### config.mk
export PLATFORM = sky130hd
export DESIGN_NAME = bird_sprite_engine
export DESIGN_NICKNAME = d
export VERILOG_FILES = /design/src/rtl/bird_sprite_engine.sv
export SDC_FILE = /design/constraint.sdc
export NUM_CORES = 1
export LEC_CHECK = 0
export CAP_MARGIN = 20
export CORE_MARGIN = 3
export CORE_UTILIZATION = 50
export CTS_CLUSTER_DIAMETER = 120
export CTS_CLUSTER_SIZE = 40
export DETAILED_ROUTE_END_ITERATION = 10
export DONT_BUFFER_PORTS = 1
export MAX_ROUTING_LAYER = met4
export SETUP_SLACK_MARGIN = 0.02
export SLEW_MARGIN = 20
export SYNTH_ARGS = -nofsm -noshare
export SYNTH_HDL_FRONTEND = slang
export SYNTH_SLANG_ARGS = --single-unit
### constraint.sdc
create_clock -name clock -period 5.5 [get_ports clock]
set_input_delay 1.1 -clock clock [delete_from_list [all_inputs] [get_ports clock]]
set_output_delay 1.1 -clock clock [all_outputs]
set_load 0.03 [all_outputs]
### src/rtl/bird_sprite_engine.sv
// Multi-bird sprite renderer: per frame tick, erases, moves and redraws each bird, one pixel per cycle.
// Per bird: 1 check cycle, 13 erase cycles if drawn, 1 move + 13 draw cycles if enabled; one DONE cycle per frame.
module bird_sprite_engine #(
   parameter int         N_BIRDS      = 6,
   parameter int         STEP         = 1,
   parameter int         SCREEN_W     = 160,
   parameter int         SCREEN_H     = 120,
   parameter int         X_START      = 5,
   parameter int         X_SPACING    = 24,
   parameter logic [2:0] DRAW_COLOUR  = 3'b111,
   parameter logic [2:0] ERASE_COLOUR = 3'b000
) (
   input  logic                   clock,
   input  logic                   reset,
   input  logic                   frame_tick,
   input  logic [N_BIRDS-1:0]     bird_en,
   input  logic [7*N_BIRDS-1:0]   bird_y,
   output logic [7:0]             x_out,
   output logic [6:0]             y_out,
   output logic [2:0]             colour,
   output logic                   plot,
   output logic                   busy,
   output logic                   frame_done,
   output logic                   overrun
);

   localparam int            BW       = (N_BIRDS > 1) ? $clog2(N_BIRDS) : 1;
   localparam logic [BW-1:0] LAST     = BW'(N_BIRDS - 1);
   localparam logic [3:0]    LAST_PIX = 4'd12;
   localparam logic [8:0]    SW9      = 9'(SCREEN_W);
   localparam logic [7:0]    SH8      = 8'(SCREEN_H);

   typedef enum logic [2:0] {IDLE, CHECK, ERASE, MOVE, DRAW, DONE} state_t;

   state_t             state;
   logic [BW-1:0]      b;
   logic [3:0]         p;
   logic [7:0]         x_pos [N_BIRDS];
   logic [6:0]         y_pos [N_BIRDS];
   logic [N_BIRDS-1:0] drawn;
   logic [N_BIRDS-1:0] en_snap;
   logic               pending;

   // Sprite offsets as modular increments: negative offsets are two's complement.
   function automatic logic [7:0] spr_dx(input logic [3:0] idx);
      case (idx)
         4'd2:                 spr_dx = 8'd255;
         4'd3:                 spr_dx = 8'd254;
         4'd4, 4'd7, 4'd8:     spr_dx = 8'd253;
         4'd5, 4'd9, 4'd10:    spr_dx = 8'd252;
         4'd6, 4'd11, 4'd12:   spr_dx = 8'd251;
         default:              spr_dx = 8'd0;
      endcase
   endfunction

   function automatic logic [6:0] spr_dy(input logic [3:0] idx);
      case (idx)
         4'd1, 4'd7: spr_dy = 7'd1;
         4'd8:       spr_dy = 7'd127;
         4'd9:       spr_dy = 7'd2;
         4'd10:      spr_dy = 7'd126;
         4'd11:      spr_dy = 7'd3;
         4'd12:      spr_dy = 7'd125;
         default:    spr_dy = 7'd0;
      endcase
   endfunction

   logic [8:0] x_sum;
   logic [7:0] x_next;
   logic [6:0] y_next;
   logic [7:0] base_x;
   logic [6:0] base_y;
   logic [3:0] pix_idx;
   logic [7:0] pix_x;
   logic [6:0] pix_y;
   logic       pix_vis;

   // Pixel to be presented in the next cycle; MOVE draws from the freshly advanced position.
   always_comb begin
      x_sum   = {1'b0, x_pos[b]} + 9'(STEP);
      x_next  = (x_sum >= SW9) ? 8'(x_sum - SW9) : x_sum[7:0];
      y_next  = bird_y[7*int'(b) +: 7];
      base_x  = (state == MOVE) ? x_next : x_pos[b];
      base_y  = (state == MOVE) ? y_next : y_pos[b];
      pix_idx = (state == ERASE || state == DRAW) ? p + 4'd1 : 4'd0;
      pix_x   = base_x + spr_dx(pix_idx);
      pix_y   = base_y + spr_dy(pix_idx);
      pix_vis = ({1'b0, pix_x} < SW9) && ({1'b0, pix_y} < SH8);
   end

   always_ff @(posedge clock) begin
      if (reset) begin
         state      <= IDLE;
         b          <= '0;
         p          <= '0;
         for (int i = 0; i < N_BIRDS; i++) begin
            x_pos[i] <= 8'((X_START + i*X_SPACING) % SCREEN_W);
            y_pos[i] <= '0;
         end
         drawn      <= '0;
         en_snap    <= '0;
         pending    <= 1'b0;
         x_out      <= '0;
         y_out      <= '0;
         colour     <= '0;
         plot       <= 1'b0;
         busy       <= 1'b0;
         frame_done <= 1'b0;
         overrun    <= 1'b0;
      end else begin
         plot       <= 1'b0;
         frame_done <= 1'b0;
         case (state)
            IDLE: begin
               if (frame_tick || pending) begin
                  state   <= CHECK;
                  b       <= '0;
                  en_snap <= bird_en;
                  pending <= 1'b0;
                  busy    <= 1'b1;
               end
            end
            CHECK: begin
               if (drawn[b]) begin
                  state  <= ERASE;
                  p      <= '0;
                  x_out  <= pix_x;
                  y_out  <= pix_y;
                  colour <= ERASE_COLOUR;
                  plot   <= pix_vis;
               end else if (en_snap[b]) begin
                  state <= MOVE;
               end else if (b == LAST) begin
                  state      <= DONE;
                  frame_done <= 1'b1;
               end else begin
                  b     <= b + 1'b1;
                  state <= CHECK;
               end
            end
            ERASE: begin
               if (p == LAST_PIX) begin
                  drawn[b] <= 1'b0;
                  if (en_snap[b]) begin
                     state <= MOVE;
                  end else if (b == LAST) begin
                     state      <= DONE;
                     frame_done <= 1'b1;
                  end else begin
                     b     <= b + 1'b1;
                     state <= CHECK;
                  end
               end else begin
                  p      <= p + 4'd1;
                  x_out  <= pix_x;
                  y_out  <= pix_y;
                  colour <= ERASE_COLOUR;
                  plot   <= pix_vis;
               end
            end
            MOVE: begin
               x_pos[b] <= x_next;
               y_pos[b] <= y_next;
               state    <= DRAW;
               p        <= '0;
               x_out    <= pix_x;
               y_out    <= pix_y;
               colour   <= DRAW_COLOUR;
               plot     <= pix_vis;
            end
            DRAW: begin
               if (p == LAST_PIX) begin
                  drawn[b] <= 1'b1;
                  if (b == LAST) begin
                     state      <= DONE;
                     frame_done <= 1'b1;
                  end else begin
                     b     <= b + 1'b1;
                     state <= CHECK;
                  end
               end else begin
                  p      <= p + 4'd1;
                  x_out  <= pix_x;
                  y_out  <= pix_y;
                  colour <= DRAW_COLOUR;
                  plot   <= pix_vis;
               end
            end
            DONE: begin
               state <= IDLE;
               busy  <= 1'b0;
            end
            default: state <= IDLE;
         endcase
         // A tick seen in any busy state, DONE included, queues exactly one more frame.
         if (frame_tick && state != IDLE) begin
            pending <= 1'b1;
            overrun <= 1'b1;
         end
      end
   end

endmodule

==> results.toml, run 1 <==
[floorplan]
die_x_um = 138
dieHeight_um = 138
row_count = 47
die_area_um2 = 19000
num_io_pins = 73
start_util_pct = 51.7
coreArea_um2 = 16800

[setup_path]
endpoint = "plot"
crit_fanout = 7
cp_cell_sequence = "buf_4, mux4_1, mux2i_4, nor3_2, nand3_1, xnor2_1, inv_1, ha_1, and2_4, a2111oi_2, nand3b_1, ha_1, nor3_1, nor2_1, o41ai_1, xor2_1, or4_1, a31oi_1"
worst_setup_path_end_kind = "flop"
cp_common_cell = "ha_1"
cp_slowest_stage_delay_ns = 0.60
r2r-end = "plot"
cp_slowest_cell = "mux4_1"
r2r_cells = 18
cp-start-kind = "flop"
cp_data_required_time_ns = 5.86
crit_arrival_ns = 5.35
reg2reg_slack_ns = 0.52
worstSetupPathType = "reg -> reg"

[synthesis]
synth_edf_count = 120
syn_area_per_cell_um2 = 11.5
yosys_warnings = 0
ys_seq_area_share_pct = 52.1
post-synth-top-count-cell = "edfxtp_1"
syn_inst = 756
syn_area_um2 = 8690
synth.area.top_cells = "edfxtp_1, dfxtp_1, mux4_2"
ys_top_cells_by_count = "edfxtp_1, nor2_1, nand2_1"
synth_nets = 834
synth_top_area_cell = "edfxtp_1"
ys_types = 65
ys_ff_latch = 166
synth_flop_cell = "edfxtp_1"
async_flop_share_pct = 0
yosysTopAreaCellShare_pct = 41.5

[final_layout]
fin_nets = 830
drive_above_1_share_pct = 14.8
area_delta_synth_final_pct = 9.76
n_fill_cell = 1468
antenna_cells = 0

[outcome]
status = "complete, no violations"

[sta]
setup_tns_ns = 0
rsz0062_at_grt = "no"
setup_viol = 0
fin_skew_ns = 0.0136
drv_slew = 0
hold_viol = 0
fin_crit_sh_pct = 90.6
period_needed_ns = 4.98
maxSlewHeadroom_pct = 27.0
tightestPinTransition_ns = 1.10
max_freq_mhz = 201

[route]
ant_nets = 0
drt_iter0_drc = 501
num_vias = 6165
dr.pass1.iters = 5
drc = 0
wl_per_cell_um = 22.4
wl_mm = 22.0
avgViaCountPerCell = 6.26

[clocking]
clockBufferDepth = 2
cts-buffers-inserted = 17
cts-root-buf = "clkbuf_16"
clkSlewWorstSetupHoldPaths_ns = 0.07
cts_tree = "built"
cts_resized = 0
cts_setup_buffers = 0
clock_sink_count = 166
clock_latency_ns = 0.43
hold_buffers = 0
cts-htree-levels = 4

[placement]
dpl.hpwl_mm = 15.2
place_congestion = 0.867
io_buffers = 0

[grt]
grtUsageTotal_pct = 25.0
antenna_found_initial = 0
grt_pass1_wl_mm = 34.1
grt_max_degree = 51
grt_overflow = 0
grt_pass1_vias = 6019

[min_path]
hold_class = "reg -> reg"

[job]
drv_cap = 0

[power_and_ir_drop]
leakage_nw = 3.40
total_power_mw = 2.84
ir_worst_vdd_v = 0.000229
power-per-cell-area_nw_per_um2 = 298
## layer usage
layer  wire [um]  GRT usage [%]  part of all wire [%]  vias to the layer above
met3        1510           4.16                   6.8                       28
li1            -              -                     -                     2825
met1        9350           34.0                    42                     3037
met5           0              -                     0                        -
met2       10800           39.3                    49                      275
met4         378           7.03                   1.7                        0
## final cells by class
cell class                 instances  area (um^2)  area share (%)
clock inverter                    15          148            1.55
tap                              220          275            2.89
multi-input combinational        526         3930            41.2
timing repair buffer              21          158            1.65
sequential                       166         4530            47.5
clock buffer                      17          425            4.46
inverter                          20         75.1           0.787
## worst min path at each step
stage / startpoint / end / slack, ns / cells past startpoint
6_report: flop / flop / 0.49 / 2
5_1_grt: flop / flop / 0.51 / 2
4_1_cts: flop / flop / 0.48 / 2
3_5_place_dp: flop / flop / 0.46 / 2
3_3_place_gp: flop / flop / 0.47 / 2
2_1_floorplan: flop / flop / 0.45 / 2
## through the flow
step | area (um^2) | utilization [%] | hold slack (ns) | std cells | worst slack, ns
final | 9540 | 56.7 | 0.485 | 985 | 0.516
after global placement | 8960 | 53.3 | 0.469 | 953 | 0.648
after floorplan | 8690 | - | 0.449 | 756 | 1.01
after CTS | 9530 | 56.7 | 0.485 | 985 | 0.288
after global routing | 9540 | 56.7 | 0.507 | 985 | 0.0400
after detailed placement | 8960 | 53.3 | 0.462 | 953 | 0.322
## sequential cells by signal, indices dropped and copies added, names as in the netlist, named ones only
name        count
y_pos          56
en_snap         6
state           3
x_pos          64
pending         1
p               4
x_out           8
overrun         1
plot            1
y_out           7
colour          1
b               3
busy            1
frame_done      1
## critical path, delay by kind of cell (launching register included)
| family | cells | cell delay (ns) |
|---|---|---|
| flip-flops | 1 | 0.57 |
| XOR/XNOR | 2 | 0.42 |
| AO/OA/AOI/OAI | 3 | 0.63 |
| multiplexers | 2 | 0.88 |
| buffers and inverters | 2 | 0.43 |
| AND/OR/NAND/NOR | 7 | 1.42 |
| adder cells (fa/ha/maj) | 2 | 0.57 |
## cell usage in the layout (no fill, tap or decap), types with 14 or more instances in the layout
master	instances
xnor2_1	15
nor2_1	106
nand2_1	56
a21oi_1	36
dfxtp_1	44
a22oi_1	18
nor2b_1	14
edfxtp_1	120
ha_1	25
inv_1	18
o21ai_0	21
clkbuf_16	17
mux4_2	30
mux2i_1	29
buf_4	21
a211oi_1	14
## power breakdown
group / total (mW) / switching, mW / internal [mW]
registers: 1.40 / 0.0327 / 1.36
clock network: 1.17 / 0.564 / 0.606
logic: 0.273 / 0.167 / 0.106
total: 2.84 / 0.764 / 2.07
## logic make-up (layout without fill, tap and decap cells)
group,Yosys count,after routing,synth area share (%)
compound gates,141,141,11.1
xor+xnor,23,23,2.32
fa+ha+maj,27,27,4.06
buf+inv,64,73,3.14
flops,166,166,52.1
mux,70,70,12.9
simple gates,265,265,14.4
Note: power is estimated with default switching activity, not from simulation.
==> run 2, diff against run 1 <==
- CORE_UTILIZATION: 50 -> 25
- CTS_CLUSTER_DIAMETER: 120 -> unset
- CTS_CLUSTER_SIZE: 40 -> 14
==> run 2 against run 1 <==
  * Global-route usage shrank 12 points
  * Via count shrank 2.4%
  * Critical path type unchanged
  * Largest cell class unchanged
  * Sequential cell count is the same
  * Routed wire length grew 0.51%
  * Cell count grew 24%
  * Sequential share of layout area shrank 1.6 points
  * Highest routed layer unchanged
  * Critical path depth shrank 2
  * First-iteration DRC count shrank 19%
==> results.toml, run 2 (synthesis results as in run 1) <==
[route]
route.top_layer_used = "met4"
dr_wl_met3_mm = 1.17
dr.pass1.iters = 5
avgViaCountPerCell = 4.94
wl_per_cell_um = 18.2
num_vias = 6016
drt_iter0_drc = 408
routedLengthMet1_mm = 9.89
wl_mm = 22.2
wl_met2_mm = 10.6
drc = 0
ant_nets = 0

[power_and_ir_drop]
leakage_nw = 3.41
total_power_mw = 2.87
ir_worst_vdd_v = 0.000231
power-per-cell-area_nw_per_um2 = 290

[sta]
period_needed_ns = 4.92
hold_viol = 0
fin_skew_ns = 0.0105
max_freq_mhz = 203
rsz0062_at_grt = "no"
drv_slew = 0
maxSlewHeadroom_pct = 32.0
holdWs_ns = 0.469
setup_viol = 0
tightestPinTransition_ns = 1.02
timing.final.ws_setup_ns = 0.576
fin_crit_sh_pct = 89.5
setup_tns_ns = 0

[setup_path]
critical_path.top_delay_family = "compound AO/OA/AOI/OAI gates"
cp_cell_sequence = "xnor2_1, or2_2, nor2_1, inv_1, ha_1, mux2_2, o21ai_0, a31oi_1, ha_1, a21o_1, a21oi_1, o21ai_0, o41ai_1, xor2_1, or4_1, a31oi_1"
cp_data_required_time_ns = 5.85
rr_startpoint = "state[1]"
worstSetupPathType = "reg -> reg"
cp_num_buf_inv = 1
cp_slowest_cell = "dfxtp_1"
cp-start-kind = "flop"
r2r_cells = 16
cp.depth = 16
reg2reg_slack_ns = 0.58
worst_setup_path_end_kind = "flop"
crit_arrival_ns = 5.27
crit_fanout = 16
critPathLaunch = "state[1]"
endpoint = "plot"
r2r-end = "plot"
cp_slowest_stage_delay_ns = 0.62

[placement]
place_congestion = 0.817
io_buffers = 0
post-place-ws_ns = 0.621
dpl_cell_area_um2 = 9280
dpl.hpwl_mm = 15.7

[final_layout]
n_fill_cell = 3540
top_register = "x_pos"
antenna_cells = 0
area_delta_synth_final_pct = 13.6
layout_common_cells = "edfxtp_1, nor2_1, nand2_1, dfxtp_1, a21oi_1"
reg.largest.list = "x_pos (64), y_pos (56), x_out (8)"
design_area_um2 = 9870
final_common_cell = "edfxtp_1"
fin_nets = 834
drive_above_1_share_pct = 15.0
largest_reg_flops = 64

[clocking]
clock_latency_ns = 0.42
cts-root-buf = "clkbuf_16"
clock_sink_count = 166
cts_resized = 0
cts_setup_buffers = 0
cts-htree-levels = 4
cts_tree = "built"
clockBufferDepth = 2
clkSlewWorstSetupHoldPaths_ns = 0.07
cts-buffers-inserted = 17
hold_buffers = 0

[grt]
grt_pass1_wl_mm = 34.9
grt_overflow = 0
grt_max_degree = 51
grtUsageTotal_pct = 12.7
grt_pass1_vias = 5956
antenna_found_initial = 0

[floorplan]
die_area_um2 = 37000
coreArea_um2 = 33900
die_x_um = 192
row_count = 67
dieHeight_um = 192
start_util_pct = 25.7
num_io_pins = 73

[min_path]
hold_class = "reg -> reg"

[job]
drv_cap = 0

[outcome]
status = "complete, no violations"
==> run 2: how the worst min path moves through the flow <==
stage / to / slack [ns] / cells past startpoint
after floorplan: flop / 0.45 / 2
after global placement: flop / 0.47 / 2
after detailed placement: flop / 0.46 / 2
after CTS: flop / 0.47 / 2
after global routing: flop / 0.50 / 2
final: flop / 0.47 / 2
==> run 2: metrics by stage <==
step	utilization (%)	instances
floorplan	-	756
global placement	27.4	1185
detailed placement	27.4	1185
CTS	29.1	1217
global route	29.1	1217
finish	29.1	1217
==> run 2: metal layers <==
| metal | GRT usage [%] | vias to the layer above |
|---|---|---|
| met4 | 3.81 | 0 |
| li1 | - | 2833 |
| met1 | 16.3 | 2967 |
| met2 | 20.0 | 195 |
| met3 | 2.80 | 21 |
| met5 | - | - |
==> run 2: power breakdown <==
part | switching (mW) | internal [mW] | total, mW
Clock | 0.520 | 0.679 | 1.20
Sequential | 0.0355 | 1.36 | 1.40
Combinational | 0.161 | 0.108 | 0.269
Total | 0.716 | 2.15 | 2.87
==> run 2: cell type report <==
type / count / area [um^2] / area share, %
clock buffers: 17 / 425 / 4.31
clock inverters: 15 / 165 / 1.67
inverters: 20 / 75.1 / 0.761
multi-input cells: 526 / 3930 / 39.8
flip-flops and latches: 166 / 4530 / 45.8
well taps: 448 / 561 / 5.68
repair buffers: 25 / 188 / 1.90
==> run 2: worst reg2reg max path: cells and delay by family, from the launching register on <==
family / cells / cell delay (ns)
AOI/OAI and AO/OA: 7 / 1.62
buffers and inverters: 1 / 0.11
xor gates and xnor gates: 2 / 0.39
and+or+nand+nor: 3 / 1.21
DFF: 1 / 0.62
muxes: 1 / 0.27
adders and majority gates: 2 / 0.62
==> run 3, diff against run 2 <==
- BUFFER_PORTS_ARGS: unset -> -buffer_cell sky130_fd_sc_hd__buf_2
- DONT_BUFFER_PORTS: 1 -> unset
- RECOVER_POWER: unset -> 100
- clock period: 5.5 -> 4.4 ns (I/O delays scaled with it)
==> run 3 against run 2 <==
  * The flow now finishes with violations (capacitance limit, slew limit)
  * Die area did not move
  * Clock power rose by 25%
  * Cell count rose by 9.9%
  * Critical path type unchanged
  * Largest cell class unchanged
==> results.toml, run 3 (synthesis results as in run 1) <==
[sta]
fin_crit_sh_pct = 96.4
drv_slew = 50
max_freq_mhz = 236
period_needed_ns = 4.24
setup_tns_ns = 0
maxSlewHeadroom_pct = -51.3
fin_skew_ns = 0.0117
hold_viol = 0
setup_viol = 0
tightestPinTransition_ns = 2.27

[route]
avgViaCountPerCell = 4.84
num_vias = 6473
wl_per_cell_um = 17.1
dr.pass1.iters = 5
drt_iter0_drc = 444
drc = 0
wl_mm = 22.9
ant_nets = 0

[min_path]
hold_depth = 2
hold_class = "reg -> reg"

[final_layout]
top_register = "x_pos"
fin_nets = 954
antenna_cells = 0
fin_util_pct = 31.5
area_delta_synth_final_pct = 22.7
final_common_cell = "edfxtp_1"
layout_common_cells = "edfxtp_1, nor2_1, buf_4, nand2_1, buf_2"
drive_above_1_share_pct = 23.6
reg.largest.list = "x_pos (64), y_pos (56), x_out (8)"
largest_reg_flops = 64

[setup_path]
worstSetupPathType = "reg -> reg"
crit_arrival_ns = 4.60
worst_setup_path_end_kind = "flop"
cp-start-kind = "flop"
r2r-end = "plot"
crit_fanout = 9
cp_data_required_time_ns = 4.76
reg2reg_slack_ns = 0.16
r2r_cells = 16

[grt]
grt_pass1_wl_mm = 36.1
grt_util_met3_pct = 2.83
grt_use_met1_pct = 16.5
grtUsageTotal_pct = 13.1
grt_max_degree = 50
use_met2_pct = 20.6
antenna_found_initial = 0
grt_overflow = 0
gr-max-usage-layer = "met2"
grt_pass1_vias = 6444

[outcome]
violations = "capacitance limit, slew limit"
status = "finished, violations left"

[floorplan]
row_count = 67
start_util_pct = 25.7
die_area_um2 = 37000
coreArea_um2 = 33900
dieHeight_um = 192
num_io_pins = 73
die_x_um = 192

[clocking]
cts-buffers-inserted = 17
clockBufferDepth = 2
cts-root-buf = "clkbuf_16"
clock_latency_ns = 0.43
cts_tree = "built"
cts-htree-levels = 4
clkSlewWorstSetupHoldPaths_ns = 0.06
clock_sink_count = 166

[power_and_ir_drop]
ir_worst_vdd_v = 0.000277
leakage_nw = 3.87
power-per-cell-area_nw_per_um2 = 344

[job]
drv_cap = 1

[placement]
io_buffers = 72
place_congestion = 0.829
dpl.hpwl_mm = 16.4
## run 3: cell count changes in the layout (fill, tap and decap cells not counted), moves of 3 or more
cell / change
clkinvlp_4: -3
clkbuf_16: +3
inv_6: -3
mux2i_2: -3
buf_2: +49
buf_4: +35
ha_1: -3
mux2i_4: +4
clkbuf_1: +37
## run 3: repair_timing
item	in CTS	in global routing
cloned	0	0
hold buffers	0	0
setup endpoints to repair	1	2
setup buffers	4	4
pin swaps	0	7
resized for setup	1	22
## run 3: where the power goes
group          switching [mW]  total, mW  internal, mW  leakage, nW
Combinational           0.256      0.441         0.184         2.01
Sequential             0.0190       1.72          1.70         1.56
Clock                   0.606       1.50         0.894        0.290
## run 3: critical path, stage by stage, from the launching register on
cell,delay (ns)
dfxtp_2,0.34
buf_12,0.14
buf_12,0.13
mux4_2,0.35
mux2i_4,0.09
or3_4,0.43
or4_4,0.57
and2_4,0.19
a2111oi_2,0.33
nand3b_1,0.15
ha_2,0.29
nor3_1,0.18
nor2_1,0.09
o41ai_4,0.07
xor2_1,0.14
or4_1,0.51
a31oi_1,0.16
## run 3: per-layer routing
metal | vias up | part of all wire (%)
met1 | 3174 | 44
met3 | 34 | 5.7
met2 | 202 | 48
met5 | - | 0
met4 | 0 | 2.8
li1 | 3063 | -
## run 3: area by class of cell
cell class	instances	area, um^2
clock buffer	25	529
clock inverter	7	65.1
fill	3477	23200
inverter	20	75.1
multi-input combinational	526	4030
sequential	166	4530
tap	448	561
timing repair buffer	145	871
## run 3: worst max path at each step
stage / depth (start not counted) / endpoint / from
finish: 16 / plot / flop
detailed placement: 19 / plot / flop
global placement: 18 / plot / flop
CTS: 18 / plot / flop
global route: 19 / plot / flop
floorplan: 21 / plot / flop
## run 3: per-stage QoR
stage,hold WS [ns],cells,setup WS [ns],total power [mW],instance area [um^2]
floorplan,0.449,756,0.0208,2.02,8710
global placement,0.447,1297,0.130,2.18,9960
detailed placement,0.466,1297,0.0284,2.19,9960
CTS,0.479,1333,0.0409,3.68,10600
global route,0.497,1337,-0.0661,3.79,10700
finish,0.480,1337,0.158,3.66,10700
